<file path="config.mk">
export PLATFORM = sky130hd
export DESIGN_NAME = mak8_dmem_arbiter
export DESIGN_NICKNAME = d
export VERILOG_FILES = /design/src/rtl/mak8_arb_pkg.sv /design/src/rtl/mak8_dmem_arbiter.sv
export SDC_FILE = /design/constraint.sdc
export NUM_CORES = 1
export LEC_CHECK = 0
export CAP_MARGIN = 20
export CORE_MARGIN = 10
export CORE_UTILIZATION = 38
export CTS_BUF_LIST = sky130_fd_sc_hd__clkbuf_4
export DETAILED_ROUTE_END_ITERATION = 10
export GPL_TIMING_DRIVEN = 0
export PLACE_DENSITY = 0.82
export SLEW_MARGIN = 10
export SYNTH_ARGS = -nofsm -noshare
export SYNTH_HDL_FRONTEND = slang
export SYNTH_SLANG_ARGS = --single-unit
</file>
<file path="constraint.sdc">
create_clock -name clk -period 2.4 [get_ports clk]
set_input_delay 0.48 -clock clk [delete_from_list [all_inputs] [get_ports clk]]
set_output_delay 0.48 -clock clk [all_outputs]
set_load 0.01 [all_outputs]
</file>
<file path="src/rtl/mak8_arb_pkg.sv">
// Shared types and constants for the mak8 data-memory arbiter.
package mak8_arb_pkg;

   typedef enum logic [1:0] {
      ARB_CPU   = 2'd0,
      ARB_FORCE = 2'd1,
      ARB_BURST = 2'd2
   } arb_state_t;

   localparam int unsigned PORT_CPU = 0;
   localparam int unsigned PORT_DBG = 1;

endpackage

</file>
<file path="src/rtl/mak8_dmem_arbiter.sv">
// Arbitrates the single-port data memory between the CPU execute stage and a debug/loader port:
// CPU priority, a starvation-forced debug slot, and bounded locked debug bursts.
module mak8_dmem_arbiter
   import mak8_arb_pkg::*;
#(
   parameter int unsigned ADDR_WIDTH   = 8,
   parameter int unsigned DATA_WIDTH   = 8,
   parameter int unsigned STARVE_LIMIT = 4,
   parameter int unsigned MAX_BURST    = 8
) (
   input  logic                  clk,
   input  logic                  rst,
   input  logic                  cpu_req,
   input  logic                  cpu_we,
   input  logic [ADDR_WIDTH-1:0] cpu_addr,
   input  logic [DATA_WIDTH-1:0] cpu_wdata,
   output logic                  cpu_gnt,
   output logic                  cpu_stall,
   output logic                  cpu_rvalid,
   output logic [DATA_WIDTH-1:0] cpu_rdata,
   input  logic                  dbg_req,
   input  logic                  dbg_we,
   input  logic                  dbg_lock,
   input  logic [ADDR_WIDTH-1:0] dbg_addr,
   input  logic [DATA_WIDTH-1:0] dbg_wdata,
   output logic                  dbg_gnt,
   output logic                  dbg_rvalid,
   output logic [DATA_WIDTH-1:0] dbg_rdata,
   output logic                  mem_read,
   output logic                  mem_write,
   output logic [ADDR_WIDTH-1:0] mem_addr,
   output logic [DATA_WIDTH-1:0] mem_wdata,
   input  logic [DATA_WIDTH-1:0] mem_rdata
);

   localparam int unsigned SW = (STARVE_LIMIT > 2) ? $clog2(STARVE_LIMIT) : 1;
   localparam int unsigned BW = $clog2(MAX_BURST + 1);

   arb_state_t            state_q, state_d;
   logic [SW-1:0]         starve_q, starve_d;
   logic [BW-1:0]         burst_q, burst_d;
   logic                  rd_pend_q;
   logic                  rd_owner_q;
   logic [DATA_WIDTH-1:0] cpu_rdata_q;
   logic [DATA_WIDTH-1:0] dbg_rdata_q;
   logic                  dbg_lose;

   // Grant selection and next-state/counter computation
   always_comb begin
      cpu_gnt  = 1'b0;
      dbg_gnt  = 1'b0;
      state_d  = state_q;
      burst_d  = burst_q;
      starve_d = '0;
      dbg_lose = 1'b0;
      unique case (state_q)
         ARB_FORCE: begin
            dbg_gnt = dbg_req;
            cpu_gnt = cpu_req & ~dbg_req;
            state_d = ARB_CPU;
         end
         ARB_BURST: begin
            if (dbg_req && dbg_lock) begin
               dbg_gnt = 1'b1;
               burst_d = burst_q + BW'(1);
               state_d = (burst_d == BW'(MAX_BURST)) ? ARB_CPU : ARB_BURST;
            end else begin
               cpu_gnt = cpu_req;
               dbg_gnt = dbg_req & ~cpu_req;
               state_d = ARB_CPU;
            end
         end
         default: begin
            cpu_gnt = cpu_req;
            dbg_gnt = dbg_req & ~cpu_req;
         end
      endcase
      // Nothing may reach the memory while reset is held
      if (rst) begin
         cpu_gnt = 1'b0;
         dbg_gnt = 1'b0;
      end
      dbg_lose = dbg_req & ~dbg_gnt;
      if (dbg_gnt && dbg_lock && (state_q != ARB_BURST) && (MAX_BURST > 1)) begin
         state_d = ARB_BURST;
         burst_d = BW'(1);
      end else if (dbg_lose && (starve_q == SW'(STARVE_LIMIT - 1))) begin
         state_d = ARB_FORCE;
      end
      if (dbg_lose && (starve_q != SW'(STARVE_LIMIT - 1))) begin
         starve_d = starve_q + SW'(1);
      end
   end

   assign cpu_stall = cpu_req & ~cpu_gnt;
   assign mem_read  = (cpu_gnt & ~cpu_we) | (dbg_gnt & ~dbg_we);
   assign mem_write = (cpu_gnt & cpu_we) | (dbg_gnt & dbg_we);
   assign mem_addr  = cpu_gnt ? cpu_addr  : (dbg_gnt ? dbg_addr  : '0);
   assign mem_wdata = cpu_gnt ? cpu_wdata : (dbg_gnt ? dbg_wdata : '0);

   always_ff @(posedge clk or posedge rst) begin
      if (rst) state_q <= ARB_CPU;
      else     state_q <= state_d;
   end

   always_ff @(posedge clk or posedge rst) begin
      if (rst) begin
         starve_q <= '0;
         burst_q  <= '0;
      end else begin
         starve_q <= starve_d;
         burst_q  <= burst_d;
      end
   end

   // Read return tracking; each port's data register keeps its last returned value
   always_ff @(posedge clk or posedge rst) begin
      if (rst) begin
         rd_pend_q   <= 1'b0;
         rd_owner_q  <= 1'b0;
         cpu_rdata_q <= '0;
         dbg_rdata_q <= '0;
      end else begin
         rd_pend_q  <= mem_read;
         rd_owner_q <= dbg_gnt;
         if (cpu_rvalid) cpu_rdata_q <= mem_rdata;
         if (dbg_rvalid) dbg_rdata_q <= mem_rdata;
      end
   end

   assign cpu_rvalid = rd_pend_q & (rd_owner_q == 1'(PORT_CPU));
   assign dbg_rvalid = rd_pend_q & (rd_owner_q == 1'(PORT_DBG));
   assign cpu_rdata  = cpu_rvalid ? mem_rdata : cpu_rdata_q;
   assign dbg_rdata  = dbg_rvalid ? mem_rdata : dbg_rdata_q;

endmodule
</file>
==> flow_summary_export.csv, run 1 <==
group,metric,value,unit
clock_network,htreeDepth,1,
synthesis,synth-seq-cells,26,
power,combPwrFrac,62.5,%
synthesis,yosys-top-cells-count,"26 x dfrtp_1, 16 x a32o_1, 16 x mux2_2",
critical_path,r2r_slack,0.43,ns
power,p_sw,0.000828,W
synthesis,yosysMostFrequentCell,"dfrtp_1",
grt,grt.overflow.total,0,
power,p_int,0.00154,W
floorplan,start_util,39.0,%
sta,relSlewSlack,37.7,%
final_layout,final_util,70.9,%
grt,grt_pass1_wl,7870,um
detailed_routing,met3WireLength,856,um
clock_network,tritoncts,"yes",
clock_network,cts_hold_buf,0,
power,peakVddDrop,0.415,mV
min_path,hold_depth,1,
placement,port_buffers,85,
critical_path,criticalPathCategory,"in -> out",
sta,finalHoldViolations,0,
synthesis,yosys_warnings,0,
final_layout,final_net_count,276,
power,power.share.clock,7.6,%
final_layout,antennaDiodeCount,0,
power,seq_power_share,29.9,%
critical_path,crit_fanout,5,
detailed_routing,drtIter0Drc,75,
synthesis,synthTopCellsByArea,"dfrtp_1 46%, mux2_2 13%, a32o_1 11%",
detailed_routing,wl,5120,um
sta,post-route-period-util,111,%
detailed_routing,drtAntennaViolNets,0,
final_layout,syn_to_final_growth,81.7,%
floorplan,die-area,0.00657,mm^2
power,power.density,921,mW/mm^2
min_path,min_from,"starve_q[0]",
critical_path,crit_path_max_incr_delay,0.60,ns
floorplan,rows,22,
critical_path,crit_chain,"clkdlybuf4s50_1 > o21bai_4 > a2111oi_4 > buf_4 > buf_6 > a32o_1 > buf_2",
sta,tightest_slew,0.926,ns
synthesis,synthArstFlopShare,100,%
outcome,outcome,"complete, but fails checks",
clock_network,clkLatencyLatePin,0.31,ns
power,p_leak,1.19,nW
critical_path,r2r-end,"burst_q[0]",
synthesis,avgSynthCellArea,12.4,um^2
critical_path,cp_slowest_cell,"clkdlybuf4s50_1",
detailed_routing,wl_per_cell,18.8,um
detailed_routing,drc_errors,0,
floorplan,dieWidth,81.1,um
detailed_routing,vias,1411,
clock_network,cts_buffers,3,
critical_path,crit_arrival,2.19,ns
detailed_routing,drtPass1Iterations,4,
sta,timing.hold.ws,0.456,ns
grt,grt_max_degree,15,
sta,setup_viol,21,
clock_network,clock-sinks,26,
synthesis,netlist_instances,114,
critical_path,reg2reg_depth,7,
critical_path,endpoint_kind,"primary output",
placement,hpwl,3890,um
detailed_routing,wl_met2,2280,um
sta,fin_ws,-0.267,ns
synthesis,synth_top_cell_area_share,45.9,%
final_layout,drive_gt1_share,38.4,%
grt,grt_use_total,15.2,%
synthesis,ys_types,30,
min_path,hp-class,"reg -> reg",
sta,rsz0062_at_grt,"yes",
synthesis,synth_largest_area_cell,"dfrtp_1",
floorplan,io_pins,86,
placement,gp_congestion,0.756,
synthesis,yosysSeqAreaShare,45.9,%
critical_path,cp-start-kind,"primary input",
outcome,violations,"setup timing",
sta,fin_crit,2.67,ns
detailed_routing,wl_met1,1920,um
flow_run,cap_violations,0,
critical_path,reg2reg_from,"state_q[0]",
synthesis,syn_area,0.00142,mm^2
floorplan,coreArea,0.00363,mm^2
floorplan,die_y,81.1,um
final_layout,fillers,263,
sta,slew_viol_final,0,
clock_network,root_buffer,"clkbuf_4",
synthesis,synth_fp_nets,165,
critical_path,worstPathRequired,1.92,ns
clock_network,clk_pin_slew,0.13,ns
clock_network,max-clock-path-buffers,2,
synthesis,synth-edff-count,0,
sta,clock.fmax,0.375,GHz
sta,clock_skew,0.00631,ns
synthesis,synth_top_flop_cell,"dfrtp_1",
min_path,worstHoldEndpoint,"starve_q[0]",
detailed_routing,vias_per_cell,5.19,
grt,grt_pass1_vias,1626,
grt,antenna_found_initial,0,
detailed_routing,dr.max_layer_used,"met4",
power,p_sw_share,34.9,%
critical_path,crit_path_start,"dbg_lock",
-- metal layers --
metal  up-vias  GRT usage (%)
met1       660           15.3
met2        89           24.9
met3         4           10.0
li1        658              -
met5         -              0
met4         0           5.02
-- area by class of cell --
cell class | count | area (um^2) | share of cell area [%]
Timing Repair inverter | 1 | 5.00 | 0.194
Multi-Input combinational cell | 73 | 748 | 29.0
Clock buffer | 3 | 22.5 | 0.874
Timing Repair Buffer | 107 | 993 | 38.6
Clock inverter | 1 | 3.75 | 0.146
Sequential cell | 26 | 651 | 25.3
Buffer | 6 | 62.6 | 2.43
Tap cell | 48 | 60.1 | 2.33
Inverter | 7 | 30.0 | 1.17
-- power groups by stage --
| stage | clock network (W) | registers, W | logic (W) |
|---|---|---|---|
| 2_1_floorplan | 0 | 0.000694 | 0.000720 |
| 3_3_place_gp | 0 | 0.000703 | 0.00130 |
| 3_5_place_dp | 0 | 0.000716 | 0.00134 |
| 4_1_cts | 0.000189 | 0.000706 | 0.00146 |
| 5_1_grt | 0.000204 | 0.000730 | 0.00159 |
| 6_report | 0.000180 | 0.000709 | 0.00148 |
-- critical path: cells and delay by family --
family,cells,cell delay [ns]
buffers and inverters,4,1.04
AO/OA/AOI/OAI,3,0.65
-- layout by cell type, fill, tap and decap left out, drive strengths merged --
cell / n
xnor2: 2
and3: 1
clkinv: 1
mux2: 16
o211a: 1
a22o: 1
dlygate4sd2: 3
nor2: 4
ha: 4
a31o: 1
nor2b: 3
a2bb2oi: 1
clkinvlp: 2
nand2: 5
xor2: 2
mux2i: 1
nor4: 3
a32o: 16
o21ai: 1
o32ai: 1
dfrtp: 26
nand2b: 1
inv: 6
clkdlybuf4s50: 54
nand4: 1
a2111oi: 1
nand3b: 2
clkbuf: 5
buf: 47
nand4b: 1
o21bai: 1
nor3: 1
a21oi: 2
dlymetal6s2s: 7
-- state kept, by name (all words and copies together), names as in the netlist --
name,flops
state_q,2
starve_q,2
rd_owner_q,1
burst_q,4
rd_pend_q,1
dbg_rdata_q,8
cpu_rdata_q,8
-- per-stage QoR --
step / setup WS (ns) / instances / cell area, um^2 / total power, W / TNS, ns
2_1_floorplan: 0.0623 / 114 / 1420 / 0.00141 / 0
3_3_place_gp: -1.09 / 247 / 2330 / 0.00201 / -20.25
3_5_place_dp: -1.17 / 247 / 2330 / 0.00206 / -21.63
4_1_cts: -0.369 / 272 / 2510 / 0.00236 / -6.33
5_1_grt: -0.381 / 272 / 2580 / 0.00253 / -6.46
6_report: -0.267 / 272 / 2580 / 0.00237 / -4.55
-- worst max-delay path by stage --
stage	endpoint	slack [ns]	cells past startpoint
2_1_floorplan	mem_read	0.06	8
3_3_place_gp	mem_wdata[3]	-1.09	7
4_1_cts	mem_wdata[6]	-0.37	9
6_report	mem_addr[2]	-0.27	7
3_5_place_dp	mem_wdata[6]	-1.17	7
5_1_grt	mem_wdata[0]	-0.38	8
-- what timing repair did --
action                                  CTS  global route
gates resized for setup                 115            20
pin swaps                                20             9
endpoints found under the setup margin   37            28
buffers inserted                         19             3
cloned                                    4             0
endpoints found under the hold margin     0             0
-- cells by family (layout without fill, tap and decap cells) --
logic type,Yosys count,after routing,share of synthesized area (%)
xor+xnor,4,4,2.47
flops,26,26,45.9
compound gates,26,26,19.2
mux,17,17,13.4
simple gates,22,22,8.39
buf+inv,15,125,7.15
fa+ha+maj,4,4,3.53
Power figures use the tool's default switching activity.
==> inputs of run 2 (changes only) <==
--- a/config.mk
+++ b/config.mk
@@ -10,7 +10,6 @@
 export CORE_UTILIZATION = 38
 export CTS_BUF_LIST = sky130_fd_sc_hd__clkbuf_4
 export DETAILED_ROUTE_END_ITERATION = 10
-export GPL_TIMING_DRIVEN = 0
 export PLACE_DENSITY = 0.82
 export SLEW_MARGIN = 10
 export SYNTH_ARGS = -nofsm -noshare
==> run 2 against run 1 <==
Net effect: the flow still finishes with violations (setup timing); worst setup slack got worse by 0.15 ns; final cell count increased by 7.0%; sequential share of layout area down 2.0 points; critical path type is now reg -> out.
==> flow_summary_export.csv, run 2 (synthesized netlist as in run 1, its figures left out) <==
group,metric,value,unit
final_layout,multi_input_area,744,um^2
final_layout,antennaDiodeCount,0,
detailed_routing,drtIter0Drc,26,
floorplan,die_y,81.1,um
grt,grt_use_total,16.5,%
detailed_routing,drtAntennaViolNets,0,
floorplan,start_util,39.0,%
final_layout,register_area,651,um^2
clock_network,max-clock-path-buffers,2,
final_layout,layout_common_cells,"56 x clkdlybuf4s50_1, 27 x buf_4, 26 x dfrtp_1, 20 x buf_6, 17 x buf_2",
placement,port_buffers,85,
placement,hpwl,4090,um
grt,grt_pass1_wl,8500,um
sta,post-route-period-util,117,%
final_layout,final_net_count,295,
floorplan,rows,22,
grt,grt.overflow.total,0,
detailed_routing,wl,5760,um
clock_network,root_buffer,"clkbuf_4",
sta,fin_ws,-0.418,ns
critical_path,crit_fanout,4,
sta,relSlewSlack,74.9,%
power,p_sw,0.000882,W
sta,timing.hold.ws,0.455,ns
power,p_leak,1.32,nW
final_layout,postLayoutCellArea,0.00280,mm^2
clock_network,clk_pin_slew,0.13,ns
power,combPwrFrac,65.2,%
critical_path,worstPathRequired,1.92,ns
final_layout,syn_to_final_growth,97.5,%
final_layout,final_util,77.1,%
clock_network,clock-sinks,26,
power,power,0.00256,W
grt,grt_max_degree,27,
outcome,outcome,"complete, but fails checks",
critical_path,cp-start-kind,"flip-flop",
power,p_int,0.00168,W
sta,clock.fmax,0.355,GHz
grt,grt_pass1_vias,1781,
clock_network,clkLatencyLatePin,0.30,ns
detailed_routing,vias_per_cell,5.30,
placement,gp_congestion,0.782,
detailed_routing,wl_per_cell,19.8,um
min_path,hp-class,"reg -> reg",
detailed_routing,drc_errors,0,
floorplan,dieWidth,81.1,um
floorplan,io_pins,86,
outcome,violations,"setup timing",
clock_network,cts_buffers,3,
final_layout,top_regs,"cpu_rdata_q: 8 flops, dbg_rdata_q: 8 flops, burst_q: 4 flops",
placement,place_area,0.00241,mm^2
sta,fin_crit,2.82,ns
critical_path,crit_arrival,2.34,ns
power,p_sw_share,34.4,%
power,seq_power_share,27.9,%
sta,rsz0062_at_grt,"yes",
sta,setup_viol,21,
critical_path,criticalPathCategory,"reg -> out",
grt,antenna_found_initial,0,
final_layout,drive_gt1_share,42.8,%
floorplan,die-area,0.00657,mm^2
sta,tightest_slew,0.376,ns
sta,clock_skew,0.000602,ns
power,power.share.clock,6.9,%
detailed_routing,vias,1541,
sta,finalHoldViolations,0,
clock_network,htreeDepth,1,
final_layout,layout_commonest_cell,"clkdlybuf4s50_1",
flow_run,cap_violations,0,
clock_network,tritoncts,"yes",
power,peakVddDrop,0.381,mV
critical_path,endpoint_kind,"primary output",
detailed_routing,drtPass1Iterations,4,
power,power.density,915,mW/mm^2
floorplan,coreArea,0.00363,mm^2
final_layout,fillers,227,
sta,slew_viol_final,0,
run 2: cell types whose count changed in the layout (fill, tap and decap cells not counted), moves of 2 or more:
cell / change
buf_4: +15
buf_12: +3
clkdlybuf4s50_1: +2
dlygate4sd2_1: -2
run 2: per-stage QoR:
stage,cells,TNS (ns),setup WS [ns]
2_1_floorplan,114,0,0.0623
3_3_place_gp,258,-12.17,-0.639
3_5_place_dp,258,-13.60,-0.744
4_1_cts,282,-5.24,-0.349
5_1_grt,291,-8.52,-0.494
6_report,291,-6.69,-0.418
run 2: repair_timing:
action / CTS / global route
endpoints found under the setup margin: 29 / 29
buffers inserted: 17 / 10
resized for setup: 115 / 17
pin swaps: 21 / 10
hold buffers: 0 / 0
cloned: 3 / 0
run 2: power by group through the flow:
stage	clock (W)	combinational, W	sequential [W]
2_1_floorplan	0	0.000720	0.000694
4_1_cts	0.000183	0.00161	0.000716
6_report	0.000176	0.00167	0.000715
3_3_place_gp	0	0.00135	0.000704
3_5_place_dp	0	0.00140	0.000720
5_1_grt	0.000206	0.00180	0.000734
run 2: final cells by class:
cell class	count	area share (%)
clock buffers	3	0.804
inverters	7	1.03
well taps	48	2.14
flip-flops and latches	26	23.2
repair buffers	133	46.1
multi-input cells	73	26.6
clock inverters	1	0.134
run 2: final timing paths:
check	endpoint	cells after the start	slack [ns]	start
worst max-delay path	mem_addr[7]	9	-0.42	state_q[0]
worst min-delay path	starve_q[0]	1	0.45	starve_q[0]
worst max register to register	rd_pend_q	11	0.23	state_q[0]
worst min register to register	starve_q[0]	1	0.45	starve_q[0]
max in group asynchronous	starve_q[0]	4	1.32	rst
min in group asynchronous	burst_q[2]	4	0.84	rst
run 2: worst max-delay path, cell delays in order (launching register included):
cell,delay (ns)
dfrtp_1,0.41
inv_2,0.08
ha_4,0.21
o21bai_4,0.18
a2111oi_4,0.45
buf_4,0.20
buf_6,0.10
buf_6,0.10
a32o_1,0.16
buf_2,0.14
run 2: routing by layer:
layer	up-vias	GRT usage [%]	wire length [um]
li1	691	-	-
met1	737	14.8	1990
met2	101	28.3	2720
met3	12	11.5	900
met4	0	7.27	158
met5	-	0	0
